--- config.mk ---
export PLATFORM = sky130hd
export DESIGN_NAME = seg_scan_flat
export DESIGN_NICKNAME = d
export VERILOG_FILES = /design/src/rtl/seg_scan_if.sv /design/src/rtl/seg_scan.sv /design/src/flat_wrapper.sv
export SDC_FILE = /design/constraint.sdc
export NUM_CORES = 1
export LEC_CHECK = 0
export ABC_AREA = 1
export CORE_ASPECT_RATIO = 1.2
export CORE_MARGIN = 4
export CORE_UTILIZATION = 40
export DETAILED_ROUTE_END_ITERATION = 10
export GPL_TIMING_DRIVEN = 0
export REMOVE_ABC_BUFFERS = 1
export SLEW_MARGIN = 40
export SYNTH_ARGS = -nofsm -noshare
export SYNTH_HDL_FRONTEND = slang
export SYNTH_SLANG_ARGS = --single-unit
--- constraint.sdc ---
create_clock -name clk -period 2.96 [get_ports clk]
set_input_delay 0.444 -clock clk [delete_from_list [all_inputs] [get_ports clk]]
set_output_delay 0.444 -clock clk [all_outputs]
set_load 0.02 [all_outputs]
--- src/rtl/seg_scan_if.sv ---
// Display-side bundle for seg_scan: value/load request in, scan outputs and status back.
interface seg_scan_if;
    logic [15:0] value;
    logic        load;
    logic [3:0]  nibble;
    logic [3:0]  an;
    logic        ack;
    logic        busy;

    modport master (output value, load, input nibble, an, ack, busy);
    modport slave  (input value, load, output nibble, an, ack, busy);
endinterface

--- src/rtl/seg_scan.sv ---
// Four-digit multiplexed 7-segment scanner with shadowed, frame-aligned value updates.
// Optional build macro SEG_SCAN_LZ_BLANK_EN enables leading-zero blanking.
module seg_scan #(
    parameter int DIV   = 50000,
    parameter int GUARD = 2
) (
    input  logic        clk,
    input  logic        rst_n,
    seg_scan_if.slave   bus
);

    typedef enum logic {IDLE, SHOW} state_t;

    state_t      state, state_nx;
    logic [15:0] presc;
    logic [1:0]  idx;
    logic [15:0] disp_reg;
    logic [15:0] shadow;
    logic        busy;
    logic        ack;
    logic        slot_end;
    logic        frame_end;
    logic        commit;
    logic        blank;
    logic [3:0]  an;
    logic [3:0]  nibble;

`ifdef SEG_SCAN_LZ_BLANK_EN
    function automatic logic upper_zero(input logic [15:0] d, input logic [1:0] i);
        logic [15:0] s;
        s = d >> {i, 2'b00};
        return (s == 16'h0000);
    endfunction
`endif

    assign slot_end  = (presc == 16'(DIV - 1));
    assign frame_end = slot_end && (idx == 2'd3);
    // Commit only at the last cycle of a frame so the display never changes mid-frame.
    assign commit    = (state == SHOW) && frame_end && busy;

    always_ff @(posedge clk) begin
        if (!rst_n) state <= IDLE;
        else        state <= state_nx;
    end

    always_comb begin
        state_nx = state;
        if (state == IDLE && bus.load) state_nx = SHOW;
    end

    always_ff @(posedge clk) begin
        if (!rst_n) begin
            presc    <= '0;
            idx      <= '0;
            disp_reg <= '0;
            shadow   <= '0;
            busy     <= 1'b0;
            ack      <= 1'b0;
        end else begin
            ack <= 1'b0;
            if (state == IDLE) begin
                presc <= '0;
                idx   <= '0;
                if (bus.load) begin
                    disp_reg <= bus.value;
                    ack      <= 1'b1;
                end
            end else begin
                presc <= slot_end ? 16'd0 : presc + 16'd1;
                if (slot_end) idx <= idx + 2'd1;
                // A load coinciding with the commit bypasses the shadow: latest value wins.
                if (commit) begin
                    disp_reg <= bus.load ? bus.value : shadow;
                    busy     <= 1'b0;
                    ack      <= 1'b1;
                end else if (bus.load) begin
                    shadow <= bus.value;
                    busy   <= 1'b1;
                end
            end
        end
    end

    always_comb begin
        an     = 4'b1111;
        nibble = 4'h0;
`ifdef SEG_SCAN_LZ_BLANK_EN
        blank  = (idx != 2'd0) && upper_zero(disp_reg, idx);
`else
        blank  = 1'b0;
`endif
        if (state == SHOW) begin
            nibble = disp_reg[{idx, 2'b00} +: 4];
            if (presc >= 16'(GUARD) && !blank) an = ~(4'b0001 << idx);
        end
    end

    assign bus.an     = an;
    assign bus.nibble = nibble;
    assign bus.ack    = ack;
    assign bus.busy   = busy;

endmodule

--- src/flat_wrapper.sv ---
// flat-port wrapper written by rule: the top's interface ports become plain ports
module seg_scan_flat 
#(
    parameter int DIV   = 50000,
    parameter int GUARD = 2
)
  (clk, rst_n, bus_value, bus_load, bus_nibble, bus_an, bus_ack, bus_busy);
  seg_scan_if bus_i ();
  input  logic clk;
  input  logic rst_n;
  input wire logic [$bits(bus_i.value)-1:0] bus_value;
  input wire logic [$bits(bus_i.load)-1:0] bus_load;
  output wire logic [$bits(bus_i.nibble)-1:0] bus_nibble;
  output wire logic [$bits(bus_i.an)-1:0] bus_an;
  output wire logic [$bits(bus_i.ack)-1:0] bus_ack;
  output wire logic [$bits(bus_i.busy)-1:0] bus_busy;
  assign bus_i.value = bus_value;
  assign bus_i.load = bus_load;
  assign bus_nibble = bus_i.nibble;
  assign bus_an = bus_i.an;
  assign bus_ack = bus_i.ack;
  assign bus_busy = bus_i.busy;
  seg_scan #(.DIV(DIV), .GUARD(GUARD)) u_core (.clk(clk), .rst_n(rst_n), .bus(bus_i));
endmodule
==> results.sh <==
export IMPL_fillers=775
export IMPL_fin_nets=483
export IMPL_layout_common_cells="88 x nand2_1, 58 x nor2_1, 53 x a21oi_1, 52 x dfxtp_1, 45 x inv_1"
export IMPL_critPathArrivalTime_ps=2280
export IMPL_globalRoute_totalOverflow=0
export IMPL_r2r_cells=6
export IMPL_gp_congestion=0.842
export IMPL_crit_end="bus_nibble[0]"
export IMPL_initial_utilization_pct=41.1
export IMPL_crit_start="u_core.state"
export IMPL_cp_max_fo=39
export IMPL_synthTopCellsByArea="dfxtp_1 36%, nand2_1 11%, a21oi_1 8.9%"
export IMPL_r2r_slack_ps=730
export IMPL_synthCells=452
export IMPL_rsz0062_at_grt="false"
export IMPL_die_width_um=86.7
export IMPL_layout_drive_gt1_share_pct=6.32
export IMPL_power_mw=1.42
export IMPL_yosys_area_top_type_share_pct=35.7
export IMPL_use_met1_pct=19.5
export IMPL_num_rows=34
export IMPL_vias=2740
export IMPL_critical_path_max_stage_delay_ps=660
export IMPL_finalHoldViolations=0
export IMPL_chipHeight_um=102
export IMPL_synthArstFlopShare_pct=0
export IMPL_yosysUniqueCellTypes=28
export IMPL_drv_cap=0
export IMPL_area_delta_synth_final_pct=11.4
export IMPL_tightest_slew_ps=765
export IMPL_yosysWarnings=0
export IMPL_setup_viol=0
export IMPL_tns_ps=0
export IMPL_num_io_pins=29
export IMPL_dieArea_um2=8870
export IMPL_clkSinkCount=53
export IMPL_wl_per_cell_um=11.7
export IMPL_h_tree_depth=2
export IMPL_path_depth=3
export IMPL_met3_usage_pct=3.15
export IMPL_met2_usage_pct=27.0
export IMPL_gr_usage_all_layers_pct=15.5
export IMPL_cp_cell_sequence="inv_2 -> a21oi_1 -> clkdlybuf4s50_1"
export IMPL_cp_required_ps=2520
export IMPL_clock_fmax_mhz=367
export IMPL_start_kind="flop"
export IMPL_grt_pass1_wl_um=11200
export IMPL_cts_path_max_buffers=2
export IMPL_grt_max_degree=67
export IMPL_antenna_cells=0
export IMPL_dpl_hpwl_um=4270
export IMPL_path_delay_family="buffers and inverters"
export IMPL_fin_area_um2=3310
export IMPL_synth_enable_flop_cells=0
export IMPL_cts_made_buffers=5
export IMPL_timing_slew_headroom_pct=49.0
export IMPL_clockRootBuffer="clkbuf_8"
export IMPL_period_minus_slack_ps=2720
export IMPL_io_buffer_count=28
export IMPL_ctsHoldBuffers=0
export IMPL_via_per_inst=4.99
export IMPL_p_leak_nw=1.38
export IMPL_layout_commonest_cell="nand2_1"
export IMPL_hold_slack_ps=486
export IMPL_wl_um=6420
export IMPL_rr_startpoint="u_core.presc[0]"
export IMPL_path_class="flop to primary output"
export IMPL_fin_skew_ps=14.0
export IMPL_synth_area_um2=2970
export IMPL_clkTransAtPathRegs_ps=100
export IMPL_ant_nets=0
export IMPL_clock_latency_ps=310
export IMPL_final_setup_worst_slack_ps=238
export IMPL_critPathCaptureType="primary output"
export IMPL_status="finished clean"
export IMPL_busiest_layer="met2"
export IMPL_ys_seq_area_share_pct=35.7
export IMPL_cts_tree="yes"
export IMPL_drtPass1Iterations=4
export IMPL_drtIter0Drc=140
export IMPL_vdd_drop_max_v=0.000268
export IMPL_hp_class="flop to flop"
export IMPL_path_buf_inv=2
export IMPL_slew_viol_final=0
export IMPL_syn_avg_cell_area_um2=6.57
export IMPL_grt_pass1_vias=2542
export IMPL_dpl_worst_slack_ps=187
export IMPL_synth_seq_cells=53
export IMPL_synth_top_area_cell="dfxtp_1"
export IMPL_fin_crit_sh_pct=92.0
export IMPL_synth_ff_type="dfxtp_1"
export IMPL_core_area_um2=7230
export IMPL_crit_slowest_cell="dfxtp_4"
export IMPL_r2r_end="u_core.disp_reg[8]"
export IMPL_dpl_cell_area_um2=3210
export IMPL_powerDensity_nw_per_um2=429
export IMPL_drc=0
export IMPL_antenna_found_initial=0
-- metrics by stage --
stage / utilization, % / cells
final: 45.7 / 549
after global routing: 45.7 / 549
after CTS: 45.7 / 549
after detailed placement: 44.4 / 541
after global placement: 44.4 / 541
after floorplan: - / 423
-- worst min-delay path, delay by kind of cell, from the launching register on --
family | cells | cell delay [ps]
simple gates | 1 | 80
compound gates | 1 | 40
flops | 1 | 340
-- worst min-delay path by stage --
stage | startpoint | to | depth (start not counted)
global placement | u_core.shadow[3] | u_core.shadow[3] | 2
detailed placement | u_core.shadow[10] | u_core.shadow[10] | 2
global route | u_core.shadow[10] | u_core.shadow[10] | 2
finish | u_core.shadow[10] | u_core.shadow[10] | 2
floorplan | u_core.presc[0] | u_core.presc[0] | 1
CTS | u_core.shadow[10] | u_core.shadow[10] | 2
-- layout make-up --
class	count	area [um2]	share of cell area, %
clock inverters	2	13.8	0.416
multi-input cells	322	1580	47.8
well taps	90	113	3.40
inverters	48	181	5.48
clock buffers	6	82.6	2.50
repair buffers	28	270	8.17
flip-flops and latches	53	1060	32.2
-- kinds of logic after synthesis --
| group | count (synthesis) | share of synthesized area [%] |
|---|---|---|
| DFF | 53 | 35.7 |
| AOI/OAI and AO/OA | 98 | 16.6 |
| buffers and inverters | 77 | 11.3 |
| adders and majority gates | 6 | 2.53 |
| xor gates and xnor gates | 7 | 2.06 |
| and+or+nand+nor | 211 | 31.8 |
-- power by group --
part | total [mW] | switching, mW | internal [mW]
logic | 0.206 | 0.118 | 0.0888
registers | 0.780 | 0.0277 | 0.752
clock network | 0.435 | 0.244 | 0.190
total | 1.42 | 0.390 | 1.03
-- synthesized netlist by cell type, drive strengths merged, types with 2 or more instances --
library cell  count
a21oi            53
buf              16
clkbuf           13
dfxtp            53
ha                6
inv              47
nand2            90
nand3            47
nand3b            2
nand4             3
nor2             59
nor3              6
o21ai            44
xor2              6
-- repair_timing --
action	in CTS	in global routing
endpoints found under the setup margin	4	0
hold endpoints to repair	0	0
buffers inserted	0	0
resized for setup	1	0
-- per-layer routing --
layer	wire length [um]	part of all wire, %	vias up
met4	78	1.2	0
met2	3120	49	31
met1	3040	47	1233
met3	185	2.9	7
met5	0	0	-
li1	-	-	1469
(Power assumes the default switching activity.)
